<file path="src/rtl/serial_logic32.sv">
// Multi-cycle bitwise logic unit: AND/OR/XOR/NOR of two WIDTH-bit operands,
// one CHUNK-bit slice per clock (LSB first), valid/ready in and out.

module serial_logic32_lane (
  input  logic [1:0] op,
  input  logic       a,
  input  logic       b,
  output logic       y
);
  always_comb begin
    case (op)
      2'b00:   y = a & b;
      2'b01:   y = a | b;
      2'b10:   y = a ^ b;
      default: y = ~(a | b);
    endcase
  end
endmodule

module serial_logic32 #(
  parameter int WIDTH = 32,
  parameter int CHUNK = 4
) (
  input  logic             clk,
  input  logic             rst_n,
  input  logic             in_valid,
  output logic             in_ready,
  input  logic [WIDTH-1:0] a,
  input  logic [WIDTH-1:0] b,
  input  logic [1:0]       op,
  output logic             out_valid,
  input  logic             out_ready,
  output logic [WIDTH-1:0] out,
  output logic             zero
);
  localparam int N  = WIDTH / CHUNK;
  localparam int CW = (N > 1) ? $clog2(N) : 1;
  localparam logic [CW-1:0] LAST = CW'(N - 1);

  typedef enum logic [1:0] {IDLE, RUN, DONE} state_t;

  typedef struct packed {
    logic [N-1:0][CHUNK-1:0] a;
    logic [N-1:0][CHUNK-1:0] b;
    logic [1:0]              op;
  } req_t;

  state_t                  state, state_nx;
  logic [CW-1:0]           cnt;
  req_t                    req_q;
  logic [N-1:0][CHUNK-1:0] res;
  logic [CHUNK-1:0]        a_sl, b_sl, y_sl;
  logic                    accept;

  // Only the latched operands feed the slice logic, so input churn after
  // acceptance cannot leak into the result.
  assign a_sl = req_q.a[cnt];
  assign b_sl = req_q.b[cnt];

  serial_logic32_lane u_lane [CHUNK-1:0] (
    .op (req_q.op),
    .a  (a_sl),
    .b  (b_sl),
    .y  (y_sl)
  );

  always_comb begin
    state_nx  = state;
    in_ready  = 1'b0;
    out_valid = 1'b0;
    accept    = 1'b0;
    case (state)
      IDLE: begin
        in_ready = 1'b1;
        if (in_valid) begin
          accept   = 1'b1;
          state_nx = RUN;
        end
      end
      RUN: begin
        if (cnt == LAST) state_nx = DONE;
      end
      DONE: begin
        out_valid = 1'b1;
        if (out_ready) state_nx = IDLE;
      end
      default: state_nx = IDLE;
    endcase
  end

  always_ff @(posedge clk) begin
    if (!rst_n) state <= IDLE;
    else        state <= state_nx;
  end

  always_ff @(posedge clk) begin
    if (!rst_n) begin
      cnt   <= '0;
      res   <= '0;
      req_q <= '0;
    end else if (accept) begin
      req_q.a  <= a;
      req_q.b  <= b;
      req_q.op <= op;
      res      <= '0;
      cnt      <= '0;
    end else if (state == RUN) begin
      res[cnt] <= y_sl;
      cnt      <= (cnt == LAST) ? '0 : cnt + 1'b1;
    end
  end

  assign out  = res;
  assign zero = (res == '0);
endmodule

</file>
<file path="config.mk">
export PLATFORM = sky130hd
export DESIGN_NAME = serial_logic32
export DESIGN_NICKNAME = d
export VERILOG_FILES = /design/src/rtl/serial_logic32.sv
export SDC_FILE = /design/constraint.sdc
export NUM_CORES = 1
export LEC_CHECK = 0
export BUFFER_PORTS_ARGS = -buffer_cell sky130_fd_sc_hd__buf_2
export CAP_MARGIN = 40
export CORE_MARGIN = 10
export CORE_UTILIZATION = 35
export DETAILED_ROUTE_END_ITERATION = 6
export HOLD_SLACK_MARGIN = 0.08
export PLACE_DENSITY = 0.63
export SKIP_CTS_REPAIR_TIMING = 1
export SLEW_MARGIN = 20
export SYNTH_ARGS = -nofsm -noshare
export SYNTH_HDL_FRONTEND = slang
export SYNTH_SLANG_ARGS = --single-unit
</file>
<file path="constraint.sdc">
create_clock -name clk -period 2.9 [get_ports clk]
set_input_delay 0.145 -clock clk [delete_from_list [all_inputs] [get_ports clk]]
set_output_delay 0.145 -clock clk [all_outputs]
set_load 0.02 [all_outputs]
</file>
* After elaboration in Yosys (flattened, before gate mapping)
Cells that the tools add are included.
** Storage, ports and cells
- Output and inout bits :: 35
- Flip-flop bits (word level) :: 103
- Input bits :: 70
- Logic and storage cells :: 81
** Cells by class
- $lt $le $gt $ge :: 2
- $add $sub $neg :: 1
- Multiplexer cells :: 20
- Reductions and logical operators :: 6
- Equal/unequal tests :: 8
- Bitwise gates (word level) :: 17
** Operators by type and width (number)
- 32-bit bitwise mux :: 1
- 32-bit zero test :: 1
- 4-bit binary-select mux with 3-bit select :: 2
- 4-bit demux with 3-bit select :: 1
- 4-bit two-way mux :: 3
- 1-bit one-hot mux with 3 select lines :: 4
- 2-bit two-way mux :: 3
- 2-bit one-hot mux with 3 select lines :: 1
- 1-bit inverter :: 5
- 1-bit bitwise AND :: 4
- 2-bit by 1-bit equality test with 1-bit output, second input constant :: 2
- 2-bit equality test, second input constant :: 2
- 2-bit zero test :: 2
- 3-bit by 4-bit < comparator with 1-bit output, second input constant :: 1
- 1-bit two-way mux :: 4
- 2-bit != test, second input constant :: 2
- 1-bit bitwise OR :: 4
- 1-bit XOR :: 4
- 3-bit by 1-bit adder with 3-bit output, second input constant :: 1
- 3-bit equality test, second input constant :: 1
- 3-bit by 1-bit >= comparator with 1-bit output, second input constant :: 1
- 3-bit two-way mux :: 1
- 3-bit AND reduction :: 1
- 2-bit by 1-bit != test with 1-bit output, second input constant :: 1
- other kinds (2) :: 2

* Longest topological paths before layout
- Depth after elaboration :: 6
- Mapped depth :: 9
- Gate-level depth less buffers :: 7

* Modules after synthesis
From an unflattened synthesis, not the netlist that was laid out.
** Second synthesis, totals
- Cell total of the unflattened synthesis :: 552
- Area total of the unflattened synthesis :: 4752.1 um2
** Modules (own cells, without submodules)
- serial_logic32 :: sequential area each 2062.0 um2, cells each 516, instances 1, area each 4506.8 um2
- serial_logic32_lane :: sequential area each 0.0 um2, cells each 9, instances 4, area each 61.3 um2

* Least setup slack after synthesis
OpenSTA, ideal clock, no wires.
- Path kind :: register -> register
- Start :: register cnt[1]
- End :: register res, in the netlist out[23]
- Library setup time :: 0.144 ns
- Period minus slack after synthesis :: 2.446 ns
- Data required time :: 2.756 ns
- Arrival :: 2.303 ns
- Slack :: 0.454 ns
- Buffers on the path :: 1
- Cell stages (with the launch flop) :: 9
- Cells stage by stage :: dfxtp_1 -> buf_4 -> mux2_2 -> a221o_1 -> o2bb2a_1 -> ha_1 -> mux2_2 -> mux2i_1 -> o22ai_1
** On the way
- Longest elaborated chain between the ends :: 6
- Elaborated cells on any way between the ends :: 15
- Classes of those cells :: order compare (2); mux (8); bitwise (4); reduce/logical (1)
** Ends and longest elaborated chain
- start, declared :: line 49 : logic [CW-1:0] cnt;
- start signal, assigned :: line 109 : cnt <= (cnt == LAST) ? '0 : cnt + 1'b1;
- 4-bit binary-select mux with 3-bit select, on equally long branches :: line 57, 58
- 4-bit two-way mux, on equally long branches :: line 57, 58
- 1-bit bitwise OR :: line 13, 15
- 1-bit inverter :: line 15 : default: y = ~(a | b);
- 1-bit one-hot mux with 3 select lines :: line 11 : case (op)
- 32-bit bitwise mux (*) :: line 108 : res[cnt] <= y_sl;
- end signal, assigned by index :: line 108
- end, declared :: line 51 : logic [N-1:0][CHUNK-1:0] res;
Mark *: on every way between the ends. The rest lies on a longest branch, timed or not. The select of a mux whose other input is x is not followed.
A chain may end at the register's enable or synchronous reset.

* Worst setup path in the final report
- Start :: register cnt[0]
- End :: register res, in the netlist out[25]
Same word-level chain as after synthesis.

==> impl_metrics.csv <==
group,metric,value,unit
outcome,status,"finished clean",
timing,fmaxAchievable,0.381,GHz
critical_path,cp_slowest_cell,"mux4_2",
floorplanning,die_x,137,um
timing,finalHoldViolCount,0,
cells_and_area,area_delta_synth_final,25.8,%
clock_network,h-tree-depth,3,
cells_and_area,final_nets,718,
critical_path,max_stage_delay,0.50,ns
logic_synthesis,ys_warn_count,0,
run,cap_violations,0,
timing,finalSetupViolations,0,
logic_synthesis,synth_seq_area_share,42.9,%
pwr,p_sw,0.000742,W
routing,ant_nets,0,
logic_synthesis,synth.largest_area_cell,"dfxtp_1",
timing,report.final.slew_viol_count,0,
critical_path,cp-end-kind,"flip-flop",
routing,wl_per_cell,15.7,um
floorplanning,coreArea,13300,um2
clock_network,cts-root-buf,"clkbuf_16",
cells_and_area,fillers,1331,
routing,via_count,4166,
pwr,ir_drop,0.295,mV
critical_path,crit_family,"multiplexers",
routing,drt_iter0_drc,227,
cells_and_area,multi_input_area,2460,um2
timing,fin_worst_skew,0.00709,ns
place,dp.cells,775,
clock_network,numCtsBuffers,9,
floorplanning,fp-row-count,42,
logic_synthesis,synth_top_area_share,42.9,%
logic_synthesis,netlist_instances,525,
critical_path,critPathLaunchType,"flip-flop",
cells_and_area,post-route-cell-area,6040,um2
pwr,clkPwrFrac,40.0,%
min_path,holdPathStages,3,
global_route,grtUsageTotal,13.4,%
min_path,hold_class,"in -> reg",
place,gp_congestion,0.842,
pwr,p_seq_share,48.2,%
critical_path,cp.arrival,2.84,ns
pwr,p_per_area,519,nW/um2
logic_synthesis,synth_fp_nets,605,
cells_and_area,antenna_cells,0,
clock_network,cts_max_path_buffers,2,
cells_and_area,fin_util,45.3,%
routing,drt-total-wl,12800,um
routing,drc_errors,0,
cells_and_area,seqCellArea,2060,um2
critical_path,critPathBufInv,2,
timing,fin_tns_setup,0,ns
global_route,overflow,0,
floorplanning,start_util,36.0,%
pwr,p_leak,2.41,nW
critical_path,path_depth,8,
floorplanning,dieArea,18800,um2
cells_and_area,stdcell_count,819,
critical_path,crit_type,"reg -> reg",
pwr,p_int,0.00239,W
cells_and_area,layout_commonest_cell,"nand2_1",
clock_network,clkSinkCount,103,
routing,vias_per_cell,5.09,
timing,max-slew-margin-rel,46.1,%
logic_synthesis,ys_types,42,
cells_and_area,final_cell_mix,"nand2_1, buf_2, dfxtp_1, a21boi_0, dlygate4sd3_1",
global_route,grt_pass1_vias,4072,
pwr,swShare,23.7,%
timing,timing.final.crit_period,2.63,ns
clock_network,cts_tree,"done",
logic_synthesis,ys_ff_latch,103,
routing,drt_first_pass_iters,5,
place,dp_hpwl,9590,um
timing,min_period_over_period,90.5,%
critical_path,ff2ff_path_depth,8,
clock_network,clk_pin_slew,0.07,ns
place,place_area,5440,um2
timing,worst_pin_slew,0.809,ns
timing,rsz0062_at_grt,"no",
place,io_buffers,104,
pwr,pwr-share-comb,11.8,%
cells_and_area,drive_gt1_share,24.4,%
logic_synthesis,synthTopCellsByArea,"dfxtp_1, nand2_1, a21boi_0",
critical_path,timing.critical_path.mode_cell,"mux2i_1",
logic_synthesis,syn_area_per_cell,9.15,um2
floorplanning,die_h,137,um
critical_path,crit_required,3.12,ns
logic_synthesis,netlist_area,4800,um2
global_route,antenna_found_initial,0,
clock_network,clk_latency,0.34,ns
global_route,grt_max_degree,54,
critical_path,critPathMaxFanout,17,
critical_path,cp_cell_sequence,"buf_12, mux4_2, mux2i_1, ha_1, mux2_2, mux2i_1, buf_4, o21ai_1",
floorplanning,boundaryPins,105,
global_route,grt_pass1_wl,20500,um
==> power by group through the flow <==
stage	registers (W)	clock network (W)	logic (W)
3_5_place_dp	0.00154	0	0.000345
5_1_grt	0.00152	0.00133	0.000417
3_3_place_gp	0.00154	0	0.000336
2_1_floorplan	0.00152	0	0.000246
4_1_cts	0.00151	0.00128	0.000346
6_report	0.00151	0.00125	0.000370
==> path summary, 6_finish.rpt <==
kind                            startpoint   endpoint  slack [ns]
worst max-delay path                cnt[0]    out[25]        0.27
worst min-delay path                 a[26]  req_q[60]        0.05
worst max register to register      cnt[0]    out[25]        0.27
worst min register to register   req_q[56]  req_q[56]        0.46
==> metal layers <==
metal	up-vias	global-route usage (%)	part of all wire (%)
met5	-	0	0
met4	0	3.69	1.3
met3	16	3.48	7.5
met2	114	21.8	46
met1	1947	17.0	45
li1	2089	-	-
==> state kept, by name, indices dropped and copies added (netlist names) <==
| signal | count |
|---|---|
| req_q | 66 |
| state | 2 |
| out | 32 |
| cnt | 3 |
==> stage by stage <==
| step | power [W] | setup WS, ns | hold slack [ns] |
|---|---|---|---|
| after floorplan | 0.00177 | 0.454 | 0.280 |
| after detailed placement | 0.00189 | 0.251 | 0.405 |
| after global placement | 0.00188 | 0.284 | 0.395 |
| after CTS | 0.00313 | 0.231 | 0.0493 |
| after global routing | 0.00327 | 0.0778 | 0.0800 |
| final | 0.00313 | 0.275 | 0.0534 |
==> kinds of logic after synthesis <==
kind of cell,count (synthesis),share of synthesized area (%)
buf+inv,58,6.02
mux,35,10.3
fa+ha+maj,10,2.61
xor+xnor,4,0.729
compound gates,135,21.0
simple gates,180,16.4
flops,103,42.9
==> worst register-to-register path: stages, from the launching register on <==
cell and delay [ns]:
dfxtp_2 0.49, buf_12 0.21, mux4_2 0.51, mux2i_1 0.33, ha_1 0.30, mux2_2 0.26
mux2i_1 0.13, buf_4 0.18, o21ai_1 0.08
==> cell usage after synthesis <==
master       n
o2bb2ai_1    9
o21a_1       1
nand2_1    135
or3b_1       2
o21ai_1     19
buf_2       15
nor4_1       8
nor3b_2      1
mux2_2       6
mux4_2      11
o311a_4      1
nand4_1     10
buf_6        6
and2_1       1
o221ai_1     1
o2111ai_1   20
buf_1        3
a221o_1      1
o22ai_1      4
xnor2_1      4
buf_4        2
o21ai_0      4
a22oi_1      3
nor2b_1      7
nand2b_1     3
a21boi_0    59
o311a_1      1
clkbuf_1    20
a22o_1       1
inv_1       12
nand3b_1     1
and3b_1      1
ha_1        10
a31oi_1      1
o2bb2a_1     1
nor2_1       7
mux2i_1     18
o211ai_1     2
nand3_1      2
a21boi_1     7
dfxtp_1    103
nor3b_1      2
==> final cells by class <==
class	instances	area share, %
tap	176	3.65
timing repair buffer	148	15.5
clock inverter	4	0.870
clock buffer	12	4.41
multi-input combinational	364	40.7
inverter	12	0.746
sequential	103	34.2
No activity file was read; power rests on OpenSTA's default activity.
